File: src/rtl/fir_mac_datapath_pkg.sv
// rtl/fir_mac_datapath_pkg.sv - shared widths, types and output-state encodings for the FIR MAC datapath
package fir_mac_datapath_pkg;

    localparam int WIDTH_DEF     = 16;
    localparam int ACC_WIDTH_DEF = 20;

    typedef logic signed [WIDTH_DEF-1:0]     sample_t;
    typedef logic signed [ACC_WIDTH_DEF-1:0] acc_t;

    localparam logic [0:0] OUT_IDLE = 1'b0;
    localparam logic [0:0] OUT_PEND = 1'b1;

    function automatic sample_t sat_to_sample(acc_t a);
        acc_t hi;
        acc_t lo;
        hi = acc_t'((2 ** (WIDTH_DEF - 1)) - 1);
        lo = acc_t'(-(2 ** (WIDTH_DEF - 1)));
        if (a > hi)
            return {1'b0, {(WIDTH_DEF-1){1'b1}}};
        else if (a < lo)
            return {1'b1, {(WIDTH_DEF-1){1'b0}}};
        else
            return sample_t'(a);
    endfunction

endpackage

File: src/rtl/fir_mac_datapath_if.sv
// rtl/fir_mac_datapath_if.sv - result output handshake between datapath and output store
interface fir_mac_datapath_if #(
    parameter int WIDTH = 16,
    parameter int AW    = 6
);
    logic signed [WIDTH-1:0] wyj_dane;
    logic [AW-1:0]           wyj_adres;
    logic                    wyj_valid;
    logic                    wyj_ready;

    modport master (output wyj_dane, output wyj_adres, output wyj_valid, input wyj_ready);
    modport slave  (input wyj_dane, input wyj_adres, input wyj_valid, output wyj_ready);
endinterface

File: src/rtl/fir_mac_datapath_adder.sv
// rtl/fir_mac_datapath_adder.sv - signed two's-complement adder used by the MAC accumulator
module adder #(
    parameter int WIDTH = 20
) (
    input  logic signed [WIDTH-1:0] a,
    input  logic signed [WIDTH-1:0] b,
    output logic signed [WIDTH-1:0] sum
);
    assign sum = a + b;
endmodule

File: src/rtl/fir_mac_datapath.sv
// rtl/fir_mac_datapath.sv - FIR datapath: tap/sample counters, MAC accumulator, saturated result output
module fir_mac_datapath
    import fir_mac_datapath_pkg::*;
#(
    parameter int WIDTH     = WIDTH_DEF,
    parameter int ACC_WIDTH = ACC_WIDTH_DEF,
    parameter int N_TAPS    = 16,
    parameter int N_SAMPLES = 64,
    localparam int TW = $clog2(N_TAPS),
    localparam int SW = $clog2(N_SAMPLES)
) (
    input  logic                        clk,
    input  logic                        rst,
    input  logic                        FSM_petla_en,
    input  logic                        FSM_reset_petla,
    input  logic                        FSM_nowa_probka,
    input  logic                        FSM_reset_licznik,
    input  logic                        FSM_Acc_en,
    input  logic                        FSM_Acc_zapisz,
    input  logic                        FSM_reset_Acc,
    input  logic                        FSM_wyj_wr,
    input  logic signed [WIDTH-1:0]     mnozenie_wynik,
    output logic                        Petla_full,
    output logic                        Licznik_full,
    output logic [TW-1:0]               adres_wsp,
    output logic [SW-1:0]               adres_probki,
    output logic signed [ACC_WIDTH-1:0] Acc_out,
    output logic                        blad_overrun,
    fir_mac_datapath_if.master          wyj
);

    localparam logic signed [ACC_WIDTH-1:0] ACC_MAX = ACC_WIDTH'((2 ** (WIDTH - 1)) - 1);
    localparam logic signed [ACC_WIDTH-1:0] ACC_MIN = ACC_WIDTH'(-(2 ** (WIDTH - 1)));
    localparam logic signed [WIDTH-1:0]     OUT_MAX = {1'b0, {(WIDTH-1){1'b1}}};
    localparam logic signed [WIDTH-1:0]     OUT_MIN = {1'b1, {(WIDTH-1){1'b0}}};

    logic signed [ACC_WIDTH-1:0] prod_ext;
    logic signed [ACC_WIDTH-1:0] suma_wynik;
    logic signed [WIDTH-1:0]     sat_val;
    logic signed [WIDTH-1:0]     res_dane;
    logic [SW-1:0]               res_adres;
    logic [0:0]                  out_state;

    assign Petla_full   = (adres_wsp == TW'(N_TAPS - 1));
    assign Licznik_full = (adres_probki == SW'(N_SAMPLES - 1));
    assign prod_ext     = ACC_WIDTH'(mnozenie_wynik);
    assign wyj.wyj_valid = (out_state == OUT_PEND);

    adder #(.WIDTH(ACC_WIDTH)) u_adder (
        .a   (prod_ext),
        .b   (Acc_out),
        .sum (suma_wynik)
    );

    always_comb begin
        sat_val = Acc_out[WIDTH-1:0];
        if (Acc_out > ACC_MAX)
            sat_val = OUT_MAX;
        else if (Acc_out < ACC_MIN)
            sat_val = OUT_MIN;
    end

    // Counters saturate at their top value; the FSM is expected to clear them.
    always_ff @(posedge clk) begin
        if (rst) begin
            adres_wsp    <= '0;
            adres_probki <= '0;
        end else begin
            if (FSM_reset_petla)
                adres_wsp <= '0;
            else if (FSM_petla_en && !Petla_full)
                adres_wsp <= adres_wsp + TW'(1);

            if (FSM_reset_licznik)
                adres_probki <= '0;
            else if (FSM_nowa_probka && !Licznik_full)
                adres_probki <= adres_probki + SW'(1);
        end
    end

    always_ff @(posedge clk) begin
        if (rst) begin
            Acc_out   <= '0;
            res_dane  <= '0;
            res_adres <= '0;
        end else begin
            if (FSM_reset_Acc)
                Acc_out <= '0;
            else if (FSM_Acc_en)
                Acc_out <= suma_wynik;

            if (FSM_Acc_zapisz) begin
                res_dane  <= sat_val;
                res_adres <= adres_probki;
            end
        end
    end

    // A write request while the store is stalled is dropped and flagged; held data stays put.
    always_ff @(posedge clk) begin
        if (rst) begin
            out_state     <= OUT_IDLE;
            wyj.wyj_dane  <= '0;
            wyj.wyj_adres <= '0;
            blad_overrun  <= 1'b0;
        end else begin
            case (out_state)
                OUT_IDLE: begin
                    if (FSM_wyj_wr) begin
                        out_state     <= OUT_PEND;
                        wyj.wyj_dane  <= res_dane;
                        wyj.wyj_adres <= res_adres;
                    end
                end
                default: begin
                    if (wyj.wyj_ready) begin
                        if (FSM_wyj_wr) begin
                            wyj.wyj_dane  <= res_dane;
                            wyj.wyj_adres <= res_adres;
                        end else begin
                            out_state <= OUT_IDLE;
                        end
                    end else if (FSM_wyj_wr) begin
                        blad_overrun <= 1'b1;
                    end
                end
            endcase
        end
    end

endmodule

File: src/flat_wrapper.sv
// flat-port wrapper written by rule: the top's interface ports become plain ports
module fir_mac_datapath_flat import fir_mac_datapath_pkg::*;
#(
    parameter int WIDTH     = WIDTH_DEF,
    parameter int ACC_WIDTH = ACC_WIDTH_DEF,
    parameter int N_TAPS    = 16,
    parameter int N_SAMPLES = 64,
    localparam int TW = $clog2(N_TAPS),
    localparam int SW = $clog2(N_SAMPLES)
)
  (clk, rst, FSM_petla_en, FSM_reset_petla, FSM_nowa_probka, FSM_reset_licznik, FSM_Acc_en, FSM_Acc_zapisz, FSM_reset_Acc, FSM_wyj_wr, mnozenie_wynik, Petla_full, Licznik_full, adres_wsp, adres_probki, Acc_out, blad_overrun, wyj_wyj_dane, wyj_wyj_adres, wyj_wyj_valid, wyj_wyj_ready);
  fir_mac_datapath_if #(.WIDTH(WIDTH), .AW(6)) wyj_i ();
  input  logic clk;
  input  logic rst;
  input  logic FSM_petla_en;
  input  logic FSM_reset_petla;
  input  logic FSM_nowa_probka;
  input  logic FSM_reset_licznik;
  input  logic FSM_Acc_en;
  input  logic FSM_Acc_zapisz;
  input  logic FSM_reset_Acc;
  input  logic FSM_wyj_wr;
  input  logic signed [WIDTH-1:0] mnozenie_wynik;
  output logic Petla_full;
  output logic Licznik_full;
  output logic [TW-1:0] adres_wsp;
  output logic [SW-1:0] adres_probki;
  output logic signed [ACC_WIDTH-1:0] Acc_out;
  output logic blad_overrun;
  output wire logic [$bits(wyj_i.wyj_dane)-1:0] wyj_wyj_dane;
  output wire logic [$bits(wyj_i.wyj_adres)-1:0] wyj_wyj_adres;
  output wire logic [$bits(wyj_i.wyj_valid)-1:0] wyj_wyj_valid;
  input wire logic [$bits(wyj_i.wyj_ready)-1:0] wyj_wyj_ready;
  assign wyj_wyj_dane = wyj_i.wyj_dane;
  assign wyj_wyj_adres = wyj_i.wyj_adres;
  assign wyj_wyj_valid = wyj_i.wyj_valid;
  assign wyj_i.wyj_ready = wyj_wyj_ready;
  fir_mac_datapath #(.WIDTH(WIDTH), .ACC_WIDTH(ACC_WIDTH), .N_TAPS(N_TAPS), .N_SAMPLES(N_SAMPLES)) u_core (.clk(clk), .rst(rst), .FSM_petla_en(FSM_petla_en), .FSM_reset_petla(FSM_reset_petla), .FSM_nowa_probka(FSM_nowa_probka), .FSM_reset_licznik(FSM_reset_licznik), .FSM_Acc_en(FSM_Acc_en), .FSM_Acc_zapisz(FSM_Acc_zapisz), .FSM_reset_Acc(FSM_reset_Acc), .FSM_wyj_wr(FSM_wyj_wr), .mnozenie_wynik(mnozenie_wynik), .Petla_full(Petla_full), .Licznik_full(Licznik_full), .adres_wsp(adres_wsp), .adres_probki(adres_probki), .Acc_out(Acc_out), .blad_overrun(blad_overrun), .wyj(wyj_i));
endmodule
File: config.mk
export PLATFORM = sky130hd
export DESIGN_NAME = fir_mac_datapath_flat
export DESIGN_NICKNAME = d
export VERILOG_FILES = /design/src/rtl/fir_mac_datapath_pkg.sv /design/src/rtl/fir_mac_datapath_if.sv /design/src/rtl/fir_mac_datapath_adder.sv /design/src/rtl/fir_mac_datapath.sv /design/src/flat_wrapper.sv
export SDC_FILE = /design/constraint.sdc
export NUM_CORES = 1
export LEC_CHECK = 0
export CORE_ASPECT_RATIO = 1.2
export CORE_MARGIN = 3
export CORE_UTILIZATION = 35
export DETAILED_ROUTE_END_ITERATION = 10
export PLACE_DENSITY = 0.67
export SKIP_LAST_GASP = 1
export SYNTH_ARGS = -nofsm -noshare
export SYNTH_HDL_FRONTEND = slang
export SYNTH_SLANG_ARGS = --single-unit
File: constraint.sdc
create_clock -name clk -period 3.77 [get_ports clk]
set_input_delay 0.754 -clock clk [delete_from_list [all_inputs] [get_ports clk]]
set_output_delay 0.754 -clock clk [all_outputs]
set_load 0.05 [all_outputs]
==> impl_metrics.tcl <==
set metrics [dict create \
    die_area_sq_um 12200 \
    crit_family "buffers and inverters" \
    first_global_vias 3224 \
    max_cap_violations 0 \
    arrival_ps 2210 \
    drc 0 \
    cts_tree "done" \
    coreArea_sq_um 10600 \
    min_path_cells 2 \
    area_growth_pct 31.9 \
    htree_levels 3 \
    r2r_cells 9 \
    worst_pin_slew_ps 851 \
    port-buffer-count 82 \
    max_freq_ghz 0.337 \
    start_util_pct 36.1 \
    crit_path_cell_trace "ha_1 -> nand3_1 -> or2_2 -> inv_1 -> clkdlybuf4s50_1" \
    post_route_cells_drive_above_1_share_pct 7.59 \
    row_count 41 \
    antenna_left 0 \
    synth_edf_count 0 \
    grt_pass1_wl_um 15600 \
    die_y_um 120 \
    die_width_um 101 \
    yosysSeqAreaShare_pct 39.9 \
    nets 572 \
    cts-root-buf "clkbuf_16" \
    cp-start-kind "flop" \
    synth.distinct_cells 55 \
    dp_hpwl_um 7100 \
    syn_area_per_cell_sq_um 8.53 \
    min_period_over_period_pct 78.7 \
    post-place-ws_ps 615 \
    synth_top_area_share_pct 39.9 \
    synth_area_leader_cell "dfxtp_1" \
    clkTransAtPathRegs_ps 60 \
    cp_slowest_cell "clkdlybuf4s50_1" \
    vias 3358 \
    clkLatencyLatePin_ps 330 \
    gp_congestion 0.832 \
    crit_buf_inv 2 \
    rsz0062_at_grt "no" \
    ys.flop_type "dfxtp_1" \
    vias_per_cell 5.12 \
    slew_violations 0 \
    cts.sinks 76 \
    final_common_cell "clkdlybuf4s50_1" \
    leakagePower_nw 1.93 \
    cp.required_ps 3020 \
    io_pins 83 \
    setup_viol 0 \
    numCtsBuffers 9 \
    ir_drop_uv 184 \
    wl_um 9660 \
    syn_inst 447 \
    critPathMaxFanout 5 \
    crit_cells 5 \
    grtUsageTotal_pct 16.1 \
    overflow 0 \
    p_per_area_nw_per_um2 409 \
    min_path_type "flop to flop" \
    fin_crit_ps 2970 \
    path_class "flop to primary output" \
    grt_max_degree 53 \
    ys_ff_latch 76 \
    antenna_found_initial 0 \
    status "finished clean" \
    async_reset_ff_share_pct 0 \
    wl_per_cell_um 14.7 \
    slew_headroom_pct 43.3 \
    cp_slowest_stage_delay_ps 790 \
    yosys_warnings 0 \
    fillers 1047 \
    finalWorstSetupSlack_ps 803 \
    ctsResizeCount 0 \
    total_power_mw 2.06 \
    syn_area_sq_um 3810 \
    post-cts-setup-buffers 0 \
    dr.first_iter.drc_count 113 \
    hold_violations 0 \
    fin_worst_skew_ps 4.55 \
    end_kind "primary output" \
    synth_nets 496 \
    hold_buffers 0 \
    dr.pass1.iters 4 \
    clock_path_buffers 2 \
    layout_common_cells "clkdlybuf4s50_1, dfxtp_1, nand2_1, a21oi_1, nor2_1" \
    fin_setup_tns_ps 0 \
    diodes 0 \
    synthTopCellsByArea "dfxtp_1, ha_1, a21oi_1" \
]
==> layout make-up <==
class / count / area [sq um] / share of cell area (%)
clock inverters: 4 / 50.0 / 0.995
multi-input cells: 341 / 2170 / 43.1
repair buffers: 87 / 853 / 17.0
well taps: 129 / 161 / 3.21
flip-flops and latches: 76 / 1520 / 30.3
clock buffers: 11 / 243 / 4.83
inverters: 8 / 30.0 / 0.597
==> state kept, by name (all words and copies together), names as in the netlist <==
register	flops
u_core.res_dane	16
u_core.res_adres	6
u_core.wyj.wyj_valid	1
u_core.blad_overrun	1
u_core.wyj.wyj_adres	6
u_core.Acc_out	20
u_core.wyj.wyj_dane	16
u_core.adres_wsp	4
u_core.adres_probki	6
==> where the power goes <==
group | switching [mW] | internal [mW]
Sequential | 0.0259 | 0.834
Combinational | 0.211 | 0.139
Clock | 0.324 | 0.526
Total | 0.561 | 1.50
==> worst min-delay path, stage by stage (launching register included) <==
cell and delay (ps):
dfxtp_1 310, nand2_1 50, a21oi_1 50
==> path summary, 6_finish.rpt <==
kind                          startpoint                 endpoint  slack, ps
setup / recovery  u_core.adres_probki[0]             Licznik_full        800
hold / removal       u_core.res_adres[4]  u_core.wyj.wyj_adres[4]        450
setup reg to reg       u_core.Acc_out[0]       u_core.Acc_out[10]       1470
hold reg to reg      u_core.res_adres[4]  u_core.wyj.wyj_adres[4]        450
==> cells in the mapped netlist (all sizes together) (4+ instances only) <==
| cell | instances |
|---|---|
| nor2 | 40 |
| nand2 | 58 |
| o21ai | 29 |
| nand2b | 18 |
| and2 | 4 |
| nor3 | 9 |
| nand3 | 12 |
| xor2 | 7 |
| a21o | 5 |
| inv | 8 |
| or2 | 4 |
| nand4 | 4 |
| o21bai | 4 |
| dfxtp | 76 |
| o21a | 4 |
| ha | 21 |
| or3 | 5 |
| clkbuf | 15 |
| xnor2 | 9 |
| a211oi | 4 |
| a21oi | 55 |
| buf | 7 |
| mux2i | 18 |
==> logic make-up after synthesis <==
group                    after synthesis  share of synthesized area [%]
AND/OR/NAND/NOR                      167                           20.9
multiplexers                          19                           5.12
XOR/XNOR                              16                           3.67
flip-flops                            76                           39.9
buffers and inverters                 30                           3.22
adder cells (fa/ha/maj)               22                           7.41
AO/OA/AOI/OAI                        117                           19.8
==> per-layer routing <==
layer  vias to the layer above  GRT usage (%)  routed length [um]
met5                         -              0                   0
li1                       1710              -                   -
met4                         0           7.32                 193
met1                      1555           20.8                4480
met3                        13           2.42                 376
met2                        80           26.3                4610
==> per-stage QoR <==
step	hold slack, ps	utilization, %	instance area, sq um	std cells
after detailed placement	443	44.8	4740	641
after global routing	457	47.6	5030	656
final	453	47.6	5030	656
after floorplan	431	-	3810	447
after global placement	438	44.8	4740	641
after CTS	451	47.6	5030	656
No activity file was read; power rests on OpenSTA's default activity.
